[src/rtl/lcd_pkg.sv]
// Shared types and constants for the character-LCD sequencer.
// The top FSM and the byte transfer engine both import this package.
package lcd_pkg;

    typedef enum logic [2:0] {
        PWR_WAIT,
        INIT,
        IDLE,
        WR_ADDR,
        WR_CHAR
    } state_t;

    typedef enum logic [1:0] {
        X_IDLE,
        X_SETUP,
        X_PULSE,
        X_SETTLE
    } xfer_state_t;

    localparam logic [7:0] FUNC_SET = 8'h38;
    localparam logic [7:0] DISP_ON  = 8'h0C;
    localparam logic [7:0] ENTRY    = 8'h06;
    localparam logic [7:0] CLEAR    = 8'h01;
    localparam logic [7:0] LINE1    = 8'h80;

    function automatic logic [7:0] init_cmd(input logic [1:0] idx);
        case (idx)
            2'd0:    return FUNC_SET;
            2'd1:    return DISP_ON;
            2'd2:    return ENTRY;
            default: return CLEAR;
        endcase
    endfunction

    // Wait counters are at least 16 bits and wide enough to reach max_cyc.
    function automatic int cnt_width(input int max_cyc);
        int w;
        w = $clog2(max_cyc + 1);
        return (w < 16) ? 16 : w;
    endfunction

endpackage

[src/rtl/lcd_byte_xfer.sv]
// One LCD byte transaction: SETUP (1 cycle), PULSE (lcd_en high), SETTLE.
// lcd_rs/lcd_data are latched at start and held until the next start.
module lcd_byte_xfer
    import lcd_pkg::*;
#(
    parameter int EN_HIGH_CYC  = 25,
    parameter int CMD_WAIT_CYC = 2500,
    parameter int CLR_WAIT_CYC = 100000
) (
    input  logic       clk,
    input  logic       rst_n,
    input  logic       start,
    input  logic       rs,
    input  logic [7:0] data_byte,
    input  logic       long_wait,
    output logic       lcd_rs,
    output logic       lcd_en,
    output logic [7:0] lcd_data,
    output logic       done,
    output logic       ready
);

    localparam int MAX_A = (EN_HIGH_CYC > CMD_WAIT_CYC) ? EN_HIGH_CYC : CMD_WAIT_CYC;
    localparam int MAX_CYC = (MAX_A > CLR_WAIT_CYC) ? MAX_A : CLR_WAIT_CYC;
    localparam int CNT_W = cnt_width(MAX_CYC);

    localparam logic [CNT_W-1:0] EN_LAST  = CNT_W'(EN_HIGH_CYC - 1);
    localparam logic [CNT_W-1:0] CMD_LAST = CNT_W'(CMD_WAIT_CYC - 1);
    localparam logic [CNT_W-1:0] CLR_LAST = CNT_W'(CLR_WAIT_CYC - 1);

    xfer_state_t      st;
    logic [CNT_W-1:0] cnt;
    logic             long_q;
    logic             settle_last;

    // NOTE: every variable written in always_comb gets a default first, so no latch is inferred.
    always_comb begin
        settle_last = 1'b0;
        if (cnt == (long_q ? CLR_LAST : CMD_LAST))
            settle_last = 1'b1;
    end

    // done fires in the last SETTLE cycle so the caller advances on the same edge the engine frees up.
    assign done  = (st == X_SETTLE) && settle_last;
    assign ready = (st == X_IDLE);

    // NOTE: sequential state uses non-blocking assignments so all registers update from pre-edge values.
    always_ff @(posedge clk or negedge rst_n) begin
        if (!rst_n) begin
            st       <= X_IDLE;
            cnt      <= '0;
            long_q   <= 1'b0;
            lcd_rs   <= 1'b0;
            lcd_en   <= 1'b0;
            lcd_data <= 8'h00;
        end else begin
            case (st)
                X_IDLE: begin
                    if (start) begin
                        lcd_rs   <= rs;
                        lcd_data <= data_byte;
                        long_q   <= long_wait;
                        st       <= X_SETUP;
                    end
                end
                X_SETUP: begin
                    lcd_en <= 1'b1;
                    cnt    <= '0;
                    st     <= X_PULSE;
                end
                X_PULSE: begin
                    if (cnt == EN_LAST) begin
                        lcd_en <= 1'b0;
                        cnt    <= '0;
                        st     <= X_SETTLE;
                    end else begin
                        cnt <= cnt + 1'b1;
                    end
                end
                X_SETTLE: begin
                    if (settle_last) begin
                        cnt <= '0;
                        st  <= X_IDLE;
                    end else begin
                        cnt <= cnt + 1'b1;
                    end
                end
                default: st <= X_IDLE;
            endcase
        end
    end

endmodule

[src/rtl/lcd_seq_ctrl.sv]
// HD44780-style sequencer: power-up wait, init commands, then on request
// rewrites three characters at the start of line 1.
module lcd_seq_ctrl
    import lcd_pkg::*;
#(
    parameter int PWR_WAIT_CYC = 750000,
    parameter int EN_HIGH_CYC  = 25,
    parameter int CMD_WAIT_CYC = 2500,
    parameter int CLR_WAIT_CYC = 100000
) (
    input  logic       clk,
    input  logic       rst_n,
    input  logic       upd_req,
    input  logic [7:0] digit1,
    input  logic [7:0] digit2,
    input  logic [7:0] digit3,
    output logic       lcd_rs,
    output logic       lcd_rw,
    output logic       lcd_en,
    output logic [7:0] lcd_data,
    output logic       init_done,
    output logic       busy
);

    localparam int PWR_W = cnt_width(PWR_WAIT_CYC);
    localparam logic [PWR_W-1:0] PWR_LAST = PWR_W'(PWR_WAIT_CYC - 1);

    state_t           state;
    logic [PWR_W-1:0] pwr_cnt;
    logic [1:0]       idx;
    logic             issued;
    logic             pending;
    logic [7:0]       cap_d1, cap_d2, cap_d3;
    logic             x_start, x_rs, x_long;
    logic [7:0]       x_byte;
    logic             x_done, x_ready;
    logic [7:0]       char_sel;
    logic [7:0]       init_byte;

    assign lcd_rw = 1'b0;

    always_comb begin
        init_byte = init_cmd(idx);
        char_sel  = cap_d1;
        case (idx)
            2'd1:    char_sel = cap_d2;
            2'd2:    char_sel = cap_d3;
            default: char_sel = cap_d1;
        endcase
    end

    // issued marks a byte handed to the engine; start is only raised while the engine is idle.
    always_ff @(posedge clk or negedge rst_n) begin
        if (!rst_n) begin
            state     <= PWR_WAIT;
            pwr_cnt   <= '0;
            idx       <= 2'd0;
            issued    <= 1'b0;
            pending   <= 1'b0;
            cap_d1    <= 8'h00;
            cap_d2    <= 8'h00;
            cap_d3    <= 8'h00;
            x_start   <= 1'b0;
            x_rs      <= 1'b0;
            x_long    <= 1'b0;
            x_byte    <= 8'h00;
            init_done <= 1'b0;
            busy      <= 1'b1;
        end else begin
            x_start <= 1'b0;
            if (upd_req && state != IDLE)
                pending <= 1'b1;

            case (state)
                PWR_WAIT: begin
                    if (pwr_cnt == PWR_LAST) begin
                        pwr_cnt <= '0;
                        idx     <= 2'd0;
                        state   <= INIT;
                    end else begin
                        pwr_cnt <= pwr_cnt + 1'b1;
                    end
                end
                INIT: begin
                    if (!issued && x_ready) begin
                        x_start <= 1'b1;
                        issued  <= 1'b1;
                        x_rs    <= 1'b0;
                        x_byte  <= init_byte;
                        x_long  <= (init_byte == CLEAR);
                    end else if (x_done) begin
                        issued <= 1'b0;
                        if (idx == 2'd3) begin
                            init_done <= 1'b1;
                            busy      <= 1'b0;
                            state     <= IDLE;
                        end else begin
                            idx <= idx + 2'd1;
                        end
                    end
                end
                IDLE: begin
                    if (upd_req || pending) begin
                        cap_d1  <= digit1;
                        cap_d2  <= digit2;
                        cap_d3  <= digit3;
                        pending <= 1'b0;
                        busy    <= 1'b1;
                        state   <= WR_ADDR;
                    end
                end
                WR_ADDR: begin
                    if (!issued && x_ready) begin
                        x_start <= 1'b1;
                        issued  <= 1'b1;
                        x_rs    <= 1'b0;
                        x_byte  <= LINE1;
                        x_long  <= 1'b0;
                    end else if (x_done) begin
                        issued <= 1'b0;
                        idx    <= 2'd0;
                        state  <= WR_CHAR;
                    end
                end
                WR_CHAR: begin
                    if (!issued && x_ready) begin
                        x_start <= 1'b1;
                        issued  <= 1'b1;
                        x_rs    <= 1'b1;
                        x_byte  <= char_sel;
                        x_long  <= 1'b0;
                    end else if (x_done) begin
                        issued <= 1'b0;
                        if (idx == 2'd2) begin
                            busy  <= 1'b0;
                            state <= IDLE;
                        end else begin
                            idx <= idx + 2'd1;
                        end
                    end
                end
                default: state <= PWR_WAIT;
            endcase
        end
    end

    lcd_byte_xfer #(
        .EN_HIGH_CYC  (EN_HIGH_CYC),
        .CMD_WAIT_CYC (CMD_WAIT_CYC),
        .CLR_WAIT_CYC (CLR_WAIT_CYC)
    ) u_xfer (
        .clk       (clk),
        .rst_n     (rst_n),
        .start     (x_start),
        .rs        (x_rs),
        .data_byte (x_byte),
        .long_wait (x_long),
        .lcd_rs    (lcd_rs),
        .lcd_en    (lcd_en),
        .lcd_data  (lcd_data),
        .done      (x_done),
        .ready     (x_ready)
    );

endmodule
[config.mk]
export PLATFORM = sky130hd
export DESIGN_NAME = lcd_seq_ctrl
export DESIGN_NICKNAME = d
export VERILOG_FILES = /design/src/rtl/lcd_pkg.sv /design/src/rtl/lcd_byte_xfer.sv /design/src/rtl/lcd_seq_ctrl.sv
export SDC_FILE = /design/constraint.sdc
export NUM_CORES = 1
export LEC_CHECK = 0
export ABC_AREA = 1
export ABC_CLOCK_PERIOD_IN_PS = 3350
export CORE_AREA = 2 2 98 100
export CTS_BUF_LIST = sky130_fd_sc_hd__clkbuf_4 sky130_fd_sc_hd__clkbuf_8
export DETAILED_ROUTE_END_ITERATION = 8
export DIE_AREA = 0 0 100 102
export MAX_ROUTING_LAYER = met4
export PLACE_DENSITY = 0.78
export RECOVER_POWER = 50
export SETUP_SLACK_MARGIN = 0.5
export SYNTH_ARGS = -nofsm -noshare
export SYNTH_HDL_FRONTEND = slang
export SYNTH_HIERARCHICAL = 1
export SYNTH_SLANG_ARGS = --single-unit
[constraint.sdc]
create_clock -name clk -period 3.35 [get_ports clk]
set_input_delay 0.67 -clock clk [delete_from_list [all_inputs] [get_ports clk]]
set_output_delay 0.67 -clock clk [all_outputs]
set_load 0.01 [all_outputs]
==> flow_summary.ini, run 1 <==
[cts]
max_buffers_root_to_sink = 2
number_of_gates_resized_after_cts = 0
cts_root_buffer = clkbuf_8
cts_tree = done
cts.repair_timing.setup_buffer_count = 0
clkTransAtPathRegs_ns = 0.10
cts_htree_levels = 3
ctsHoldBuffers = 0
clock_sinks = 94
skew_pair_late_insertion_delay_ns = 0.37
numCtsBuffers = 9

[layout]
nNetsFinal = 712
syn2layout_area_growth_pct = 11.0
antenna_cells = 0
multiInputGateArea_mm2 = 0.00257
drive_above_1_share = 0.147
final-seq-area_mm2 = 0.00235
layout.filler_cells = 771

[setup_path]
cp.arrival_ns = 2.71
critPathCaptureType = register
start_kind = register
worst-path-max-fanout = 5
cp_data_required_time_ns = 3.61
critPathKind = reg -> reg

[pwr]
pwr-share-clk = 0.389
power_per_cell_area_mw_per_mm2 = 328
p_sw_w = 0.000489
vdd.ir_drop.worst_uv = 265
power_frac_seq = 0.584
internal_power_w = 0.00145
power_frac_comb = 0.027
cellLeakagePower_nw = 2.89
switching_share = 0.251

[route]
via_density = 5.41
vias = 4271
dr.first_iter.drc_count = 207
antenna_left = 0
drc = 0
drt_pass1_iterations = 5
route.detailed.wl_per_inst_um = 14.3
routed_wire_length_um = 11300

[timing]
finClkSkew_ns = 0.0170
hold_slack_ns = 0.483
post-route-period-util = 0.732
report.final.setup_viol = 0
worst-slew-pin-transition_ns = 1.32
fin_crit_ns = 2.45
rsz0062_at_grt = no
fin_setup_tns_ns = 0
finalHoldViolCount = 0
max-slew-margin-rel = 0.118
final_max_slew_viol_count = 0
achievable-frequency_mhz = 408

[logic_synthesis]
xor_xnor_share_of_the_synthesized_area = 0.0213
ys.warnings.count = 6
synth_top_cells_by_area = dfrtp_1, nand2_1, mux2_4
yosysSeqAreaShare = 0.441
synth_top_cell_area_share = 0.436
muxShareOfSynthArea = 0.0830
ys_ff_latch = 94
compound_cell_area_share_of_the_yosys_netlist = 0.0826
synth-adder-area-share = 0.0281
netlist_instances = 640
synth.avg_cell_area_um2 = 8.33
synth_area_mm2 = 0.00533
synth_top_area_cell = dfrtp_1
yosys.area_share.simple = 0.267
synthDistinctLibCells = 42
postSynthNetCount = 679
synth_top_family_by_area = simple AND/OR/NAND/NOR gates

[global_route]
overflow = 0
grt_max_degree = 55
antenna_found_initial = 0
first_pass_grt_wire_length_um = 19200
grt_pass1_vias = 4150
track_usage = 0.243

[worst_hold_path]
holdCritPathClass = reg -> reg

[floorplan]
placement_rows = 35
die_area_mm2 = 0.0102
die_w_um = 100
start_util = 0.586
design.core.area_mm2 = 0.00911
die_height_um = 102
floorplan.io_pins = 40

[placed_design]
post-dp-hpwl_um = 8230
globalplace.congestion = 0.909
count_of_input_and_output_buffers = 38

[run]
max_cap_violations = 0

[run_status]
outcome = finished clean
==> Yosys cell counts <==
master / count
o22a_1: 2
o21bai_1: 1
a22o_1: 1
xnor2_1: 2
mux2_2: 14
dfstp_2: 1
o2111ai_1: 1
o21ai_4: 1
nand2_1: 170
inv_1: 61
mux2_4: 19
nor2_4: 3
a21oi_2: 1
clkbuf_1: 4
xor2_1: 11
a31oi_1: 5
o22ai_1: 3
dfrtp_1: 93
nor3_1: 11
a21oi_4: 1
o21ai_1: 4
conb_1: 1
nor2_2: 9
o21ai_0: 30
nand2_4: 2
nand2_2: 14
a21o_1: 3
a21oi_1: 18
o21a_1: 1
buf_4: 5
nor3_2: 2
nand3_1: 32
ha_1: 12
inv_2: 12
buf_2: 4
nor2_1: 61
and2_1: 1
buf_6: 5
nand4_1: 14
a211oi_1: 1
o21ai_2: 1
nand3_2: 3
==> sequential cells by signal, summed over array words and instances, names as in the netlist, 2 cells and up <==
| signal | cells |
|---|---|
| u_xfer/lcd_data | 8 |
| u_xfer/cnt | 17 |
| u_xfer/st | 2 |
| cap_d1 | 8 |
| cap_d2 | 8 |
| cap_d3 | 8 |
| x_byte | 8 |
| state | 3 |
| idx | 2 |
| pwr_cnt | 20 |
==> power groups by stage <==
stage,Sequential (W),Clock (W),Combinational (W)
after global placement,0.00116,0,0.0000567
after detailed placement,0.00116,0,0.0000581
final,0.00113,0.000757,0.0000525
after global routing,0.00113,0.000824,0.0000601
after floorplan,0.00116,0,0.00000200
after CTS,0.00113,0.000776,0.0000580
==> area by class of cell <==
class | instances | area share
clock buffer | 9 | 0.0209
inverter | 73 | 0.0463
multi-input combinational | 455 | 0.434
clock inverter | 7 | 0.0127
sequential | 94 | 0.397
timing repair buffer | 40 | 0.0655
tap | 111 | 0.0234
==> final timing paths <==
| check | slack [ns] | to | cells after the start | start |
|---|---|---|---|---|
| max in group asynchronous | 1.15 | x_byte[6]$_DFFE_PN0P_ | 2 | rst_n |
| setup / recovery | 0.90 | state[0]$_DFFE_PN0P_ | 14 | u_xfer/cnt[0]$_DFFE_PN0N_ |
| min in group asynchronous | 0.57 | u_xfer/cnt[9]$_DFFE_PN0N_ | 1 | rst_n |
| hold reg to reg | 0.48 | busy$_DFFE_PN1P_ | 2 | busy$_DFFE_PN1P_ |
| hold / removal | 0.48 | busy$_DFFE_PN1P_ | 2 | busy$_DFFE_PN1P_ |
| setup reg to reg | 0.90 | state[0]$_DFFE_PN0P_ | 14 | u_xfer/cnt[0]$_DFFE_PN0N_ |
==> through the flow <==
stage | area (um^2) | util | std cells | total power [W] | setup WS, ns
after floorplan | 5330 | - | 640 | 0.00116 | 1.40
after global placement | 5750 | 0.631 | 773 | 0.00121 | 1.14
after detailed placement | 5750 | 0.631 | 773 | 0.00121 | 0.997
after CTS | 5950 | 0.653 | 789 | 0.00197 | 0.972
after global routing | 5920 | 0.650 | 789 | 0.00202 | 0.645
final | 5920 | 0.650 | 789 | 0.00194 | 0.898
==> kinds of logic after synthesis <==
| logic type | after synthesis |
|---|---|
| simple gates | 322 |
| flops | 94 |
| buf+inv | 91 |
| compound gates | 74 |
| mux | 33 |
| xor+xnor | 13 |
| fa+ha+maj | 12 |
| other cells | 1 |
==> placed cells by master (no fill, tap or decap), types with 2 or more instances in the layout <==
master / synthesis / routed
clkbuf_2: 0 / 2
nand3_1: 32 / 32
mux2_2: 14 / 14
dfrtp_1: 93 / 93
ha_1: 12 / 12
nor2_1: 61 / 61
o22a_1: 2 / 2
clkdlybuf4s50_1: 0 / 36
a21oi_1: 18 / 18
inv_8: 0 / 3
a31oi_1: 5 / 5
o22ai_1: 3 / 3
clkbuf_8: 0 / 9
inv_1: 61 / 61
xnor2_1: 2 / 2
a21o_1: 3 / 3
inv_2: 12 / 12
nor3_1: 11 / 12
nand4_1: 14 / 14
o21ai_1: 4 / 4
nand2_2: 14 / 13
mux2_4: 19 / 19
o21ai_0: 30 / 30
nand3_2: 3 / 3
nor2_2: 9 / 9
clkinv_4: 0 / 2
xor2_1: 11 / 11
nand2_4: 2 / 2
nand2_1: 170 / 171
nor2_4: 3 / 3
==> critical path: stages (launching register included) <==
cell and delay (ns):
dfrtp_1 0.44, ha_1 0.25, nand2_1 0.07, nor2_1 0.12, nand2_1 0.08, nor2_2 0.13, nand2_1 0.07, a211oi_1 0.47
inv_1 0.12, nand2_1 0.13, nand2_1 0.07, nor2_2 0.17, nand3_2 0.11, nand2_1 0.08, nand2_1 0.05
==> per-layer routing <==
metal / routed length (um) / track usage
met5: 0 / -
met4: 166 / 0.0801
met3: 423 / 0.0349
met2: 5270 / 0.376
met1: 5420 / 0.335
Power figures use the tool's default switching activity.
==> inputs of run 2 (changes only) <==
--- a/config.mk
+++ b/config.mk
@@ -6,7 +6,7 @@
 export NUM_CORES = 1
 export LEC_CHECK = 0
 export ABC_AREA = 1
-export ABC_CLOCK_PERIOD_IN_PS = 3350
+export ABC_CLOCK_PERIOD_IN_PS = 2300
 export CORE_AREA = 2 2 98 100
 export CTS_BUF_LIST = sky130_fd_sc_hd__clkbuf_4 sky130_fd_sc_hd__clkbuf_8
 export DETAILED_ROUTE_END_ITERATION = 8
==> constraint.sdc (replaced) <==
create_clock -name clk -period 2.3 [get_ports clk]
set_input_delay 0.46 -clock clk [delete_from_list [all_inputs] [get_ports clk]]
set_output_delay 0.46 -clock clk [all_outputs]
set_load 0.01 [all_outputs]
==> run 2 against run 1 <==
  * Combinational power rose by 54%
  * Critical path depth fell by 3
  * Register-to-register slack worse by 0.58 ns
  * Total power increased by 43%
  * Final cell count grew 4.3%
  * Sequential power up 46%
  * Clock-buffer cell count unchanged
  * Critical endpoint is now idx[0]$_DFFE_PN0P_
  * Largest cell class unchanged
  * Largest power group unchanged
==> flow_summary.ini, run 2 (synthesized netlist as in run 1, its figures left out) <==
[worst_hold_path]
min_delay_worst_endpoint = busy$_DFFE_PN1P_
holdPathStages = 2
holdCritPathClass = reg -> reg
timing.hold.worst.start = busy$_DFFE_PN1P_

[route]
route.detailed.wl_per_inst_um = 14.9
dr.first_iter.drc_count = 259
routed_wire_length_um = 12300
drt_pass1_iterations = 5
drc = 0
vias = 4495
via_density = 5.46
antenna_left = 0

[layout]
reg.largest.list = pwr_cnt (20), u_xfer/cnt (17)
antenna_cells = 0
final-seq-area_mm2 = 0.00236
postLayoutCoreUtil = 0.700
largest_register_ff_count = 20
layout.filler_cells = 715
top_register = pwr_cnt
syn2layout_area_growth_pct = 19.6
nNetsFinal = 746
layout.cells.most_common = nand2_1
drive_above_1_share = 0.247
layout_common_cells = nand2_1, dfrtp_1, nor2_1, inv_1, clkdlybuf4s50_1
multiInputGateArea_mm2 = 0.00275

[global_route]
grt_pass1_vias = 4265
track_usage = 0.247
antenna_found_initial = 0
grt_max_degree = 41
overflow = 0
first_pass_grt_wire_length_um = 19600

[pwr]
vdd.ir_drop.worst_uv = 256
power_per_cell_area_mw_per_mm2 = 436
cellLeakagePower_nw = 3.10

[run_status]
outcome = finished clean

[setup_path]
worstReg2RegEnd = idx[0]$_DFFE_PN0P_
worst-path-stages = 11
critPathCaptureType = register
critPathKind = reg -> reg
timing.critical_path.slowest_cell_delay_ns = 0.43
critPathTopFamily = simple AND/OR/NAND/NOR gates
cell_type_of_the_slowest_stage_on_the_worst_timing_path = dfrtp_1
worst-path-max-fanout = 5
worst_r2r_startpoint = u_xfer/st[0]$_DFFE_PN0P_
reg2reg_slack_ns = 0.32
ff2ff_path_depth = 11
cp_data_required_time_ns = 2.54
path_cells = inv_1, ha_1, inv_1, nor2_1, clkbuf_1, nand2_1, nand3_1, nor2_4, buf_4, nand4_1, nand2_1
cp.arrival_ns = 2.22
critPathBufInv = 4
start_kind = register

[floorplan]
die_area_mm2 = 0.0102
placement_rows = 35
floorplan.io_pins = 40
die_height_um = 102
start_util = 0.586
design.core.area_mm2 = 0.00911
die_w_um = 100

[placed_design]
globalplace.congestion = 0.966
post-dp-hpwl_um = 8420
count_of_input_and_output_buffers = 38

[cts]
max_buffers_root_to_sink = 2
cts_htree_levels = 3
numCtsBuffers = 9
clock_sinks = 94
cts_root_buffer = clkbuf_8
skew_pair_late_insertion_delay_ns = 0.36
clkTransAtPathRegs_ns = 0.10
cts_tree = done

[timing]
finClkSkew_ns = 0.0163
fin_crit_ns = 1.98
max-slew-margin-rel = 0.352
rsz0062_at_grt = yes
fin_setup_tns_ns = 0
final_max_slew_viol_count = 0
post-route-period-util = 0.860
worst-slew-pin-transition_ns = 0.972
finalHoldViolCount = 0
report.final.setup_viol = 0
achievable-frequency_mhz = 505

[run]
max_cap_violations = 0
run 2: changes by cell type in the layout (fill, tap and decap cells not counted), sizes merged:
cell,change
buf,+31
clkinv,-1
nand2,+1
dlygate4sd2,+1
clkbuf,+1
clkinvlp,+1
run 2: worst max-delay path by stage:
stage / slack [ns] / end / startpoint
after detailed placement: 0.33 / idx[1]$_DFFE_PN0P_ / u_xfer/cnt[0]$_DFFE_PN0N_
after global routing: 0.21 / u_xfer/cnt[3]$_DFFE_PN0N_ / rst_n
after floorplan: 0.46 / state[0]$_DFFE_PN0P_ / u_xfer/cnt[0]$_DFFE_PN0N_
final: 0.32 / idx[0]$_DFFE_PN0P_ / u_xfer/st[0]$_DFFE_PN0P_
after CTS: 0.41 / idx[1]$_DFFE_PN0P_ / u_xfer/cnt[1]$_DFFE_PN0N_
after global placement: 0.40 / state[1]$_DFFE_PN0P_ / u_xfer/cnt[0]$_DFFE_PN0N_
run 2: routing by layer:
layer,share of wire,GRT usage
met1,0.46,0.331
met2,0.49,0.387
met3,0.037,0.0335
met4,0.020,0.0969
met5,0,-
run 2: cell type report:
| type | count | share of cell area |
|---|---|---|
| Inverter | 73 | 0.0432 |
| Clock buffer | 9 | 0.0194 |
| Multi-Input combinational cell | 456 | 0.431 |
| Clock inverter | 7 | 0.00961 |
| Timing Repair Buffer | 73 | 0.104 |
| Sequential cell | 94 | 0.371 |
| Tap cell | 111 | 0.0218 |
run 2: worst register-to-register path, delay by kind of cell, from the launching register on:
family | cells | cell delay [ns]
buffers and inverters | 4 | 0.54
adder cells (fa/ha/maj) | 1 | 0.30
flip-flops | 1 | 0.43
AND/OR/NAND/NOR | 6 | 0.61
run 2: repair_timing:
item,4_1_cts,5_1_grt
endpoints found under the hold margin,20,0
hold buffers,1,0
cloned,1,0
pin swaps,13,21
endpoints found under the setup margin,15,39
gates resized for setup,12,50
setup buffers,12,15
run 2: stage by stage:
step	std cells	total power, W	hold slack, ns	setup WS, ns	cell area [um^2]
final	823	0.00278	0.471	0.321	6380
after global routing	823	0.00289	0.508	0.206	6380
after CTS	808	0.00281	0.474	0.412	6150
after detailed placement	778	0.00177	0.376	0.330	5810
after global placement	778	0.00177	0.376	0.402	5810
after floorplan	640	0.00169	0.164	0.458	5340
run 2: power by group:
part	internal (W)	total, W	switching (W)
Combinational	0.0000409	0.0000807	0.0000398
Clock	0.000417	0.00105	0.000635
Sequential	0.00165	0.00165	0.0000000000000000000424
Total	0.00211	0.00278	0.000675
==> inputs of run 3 (changes only) <==
--- a/config.mk
+++ b/config.mk
@@ -9,12 +9,14 @@
 export ABC_CLOCK_PERIOD_IN_PS = 2300
 export CORE_AREA = 2 2 98 100
 export CTS_BUF_LIST = sky130_fd_sc_hd__clkbuf_4 sky130_fd_sc_hd__clkbuf_8
+export CTS_CLUSTER_DIAMETER = 60
 export DETAILED_ROUTE_END_ITERATION = 8
 export DIE_AREA = 0 0 100 102
 export MAX_ROUTING_LAYER = met4
 export PLACE_DENSITY = 0.78
 export RECOVER_POWER = 50
 export SETUP_SLACK_MARGIN = 0.5
+export SLEW_MARGIN = 15
 export SYNTH_ARGS = -nofsm -noshare
 export SYNTH_HDL_FRONTEND = slang
 export SYNTH_HIERARCHICAL = 1
==> results of run 3 <==
Final layout, timing and power as in run 2 (identical DEF).
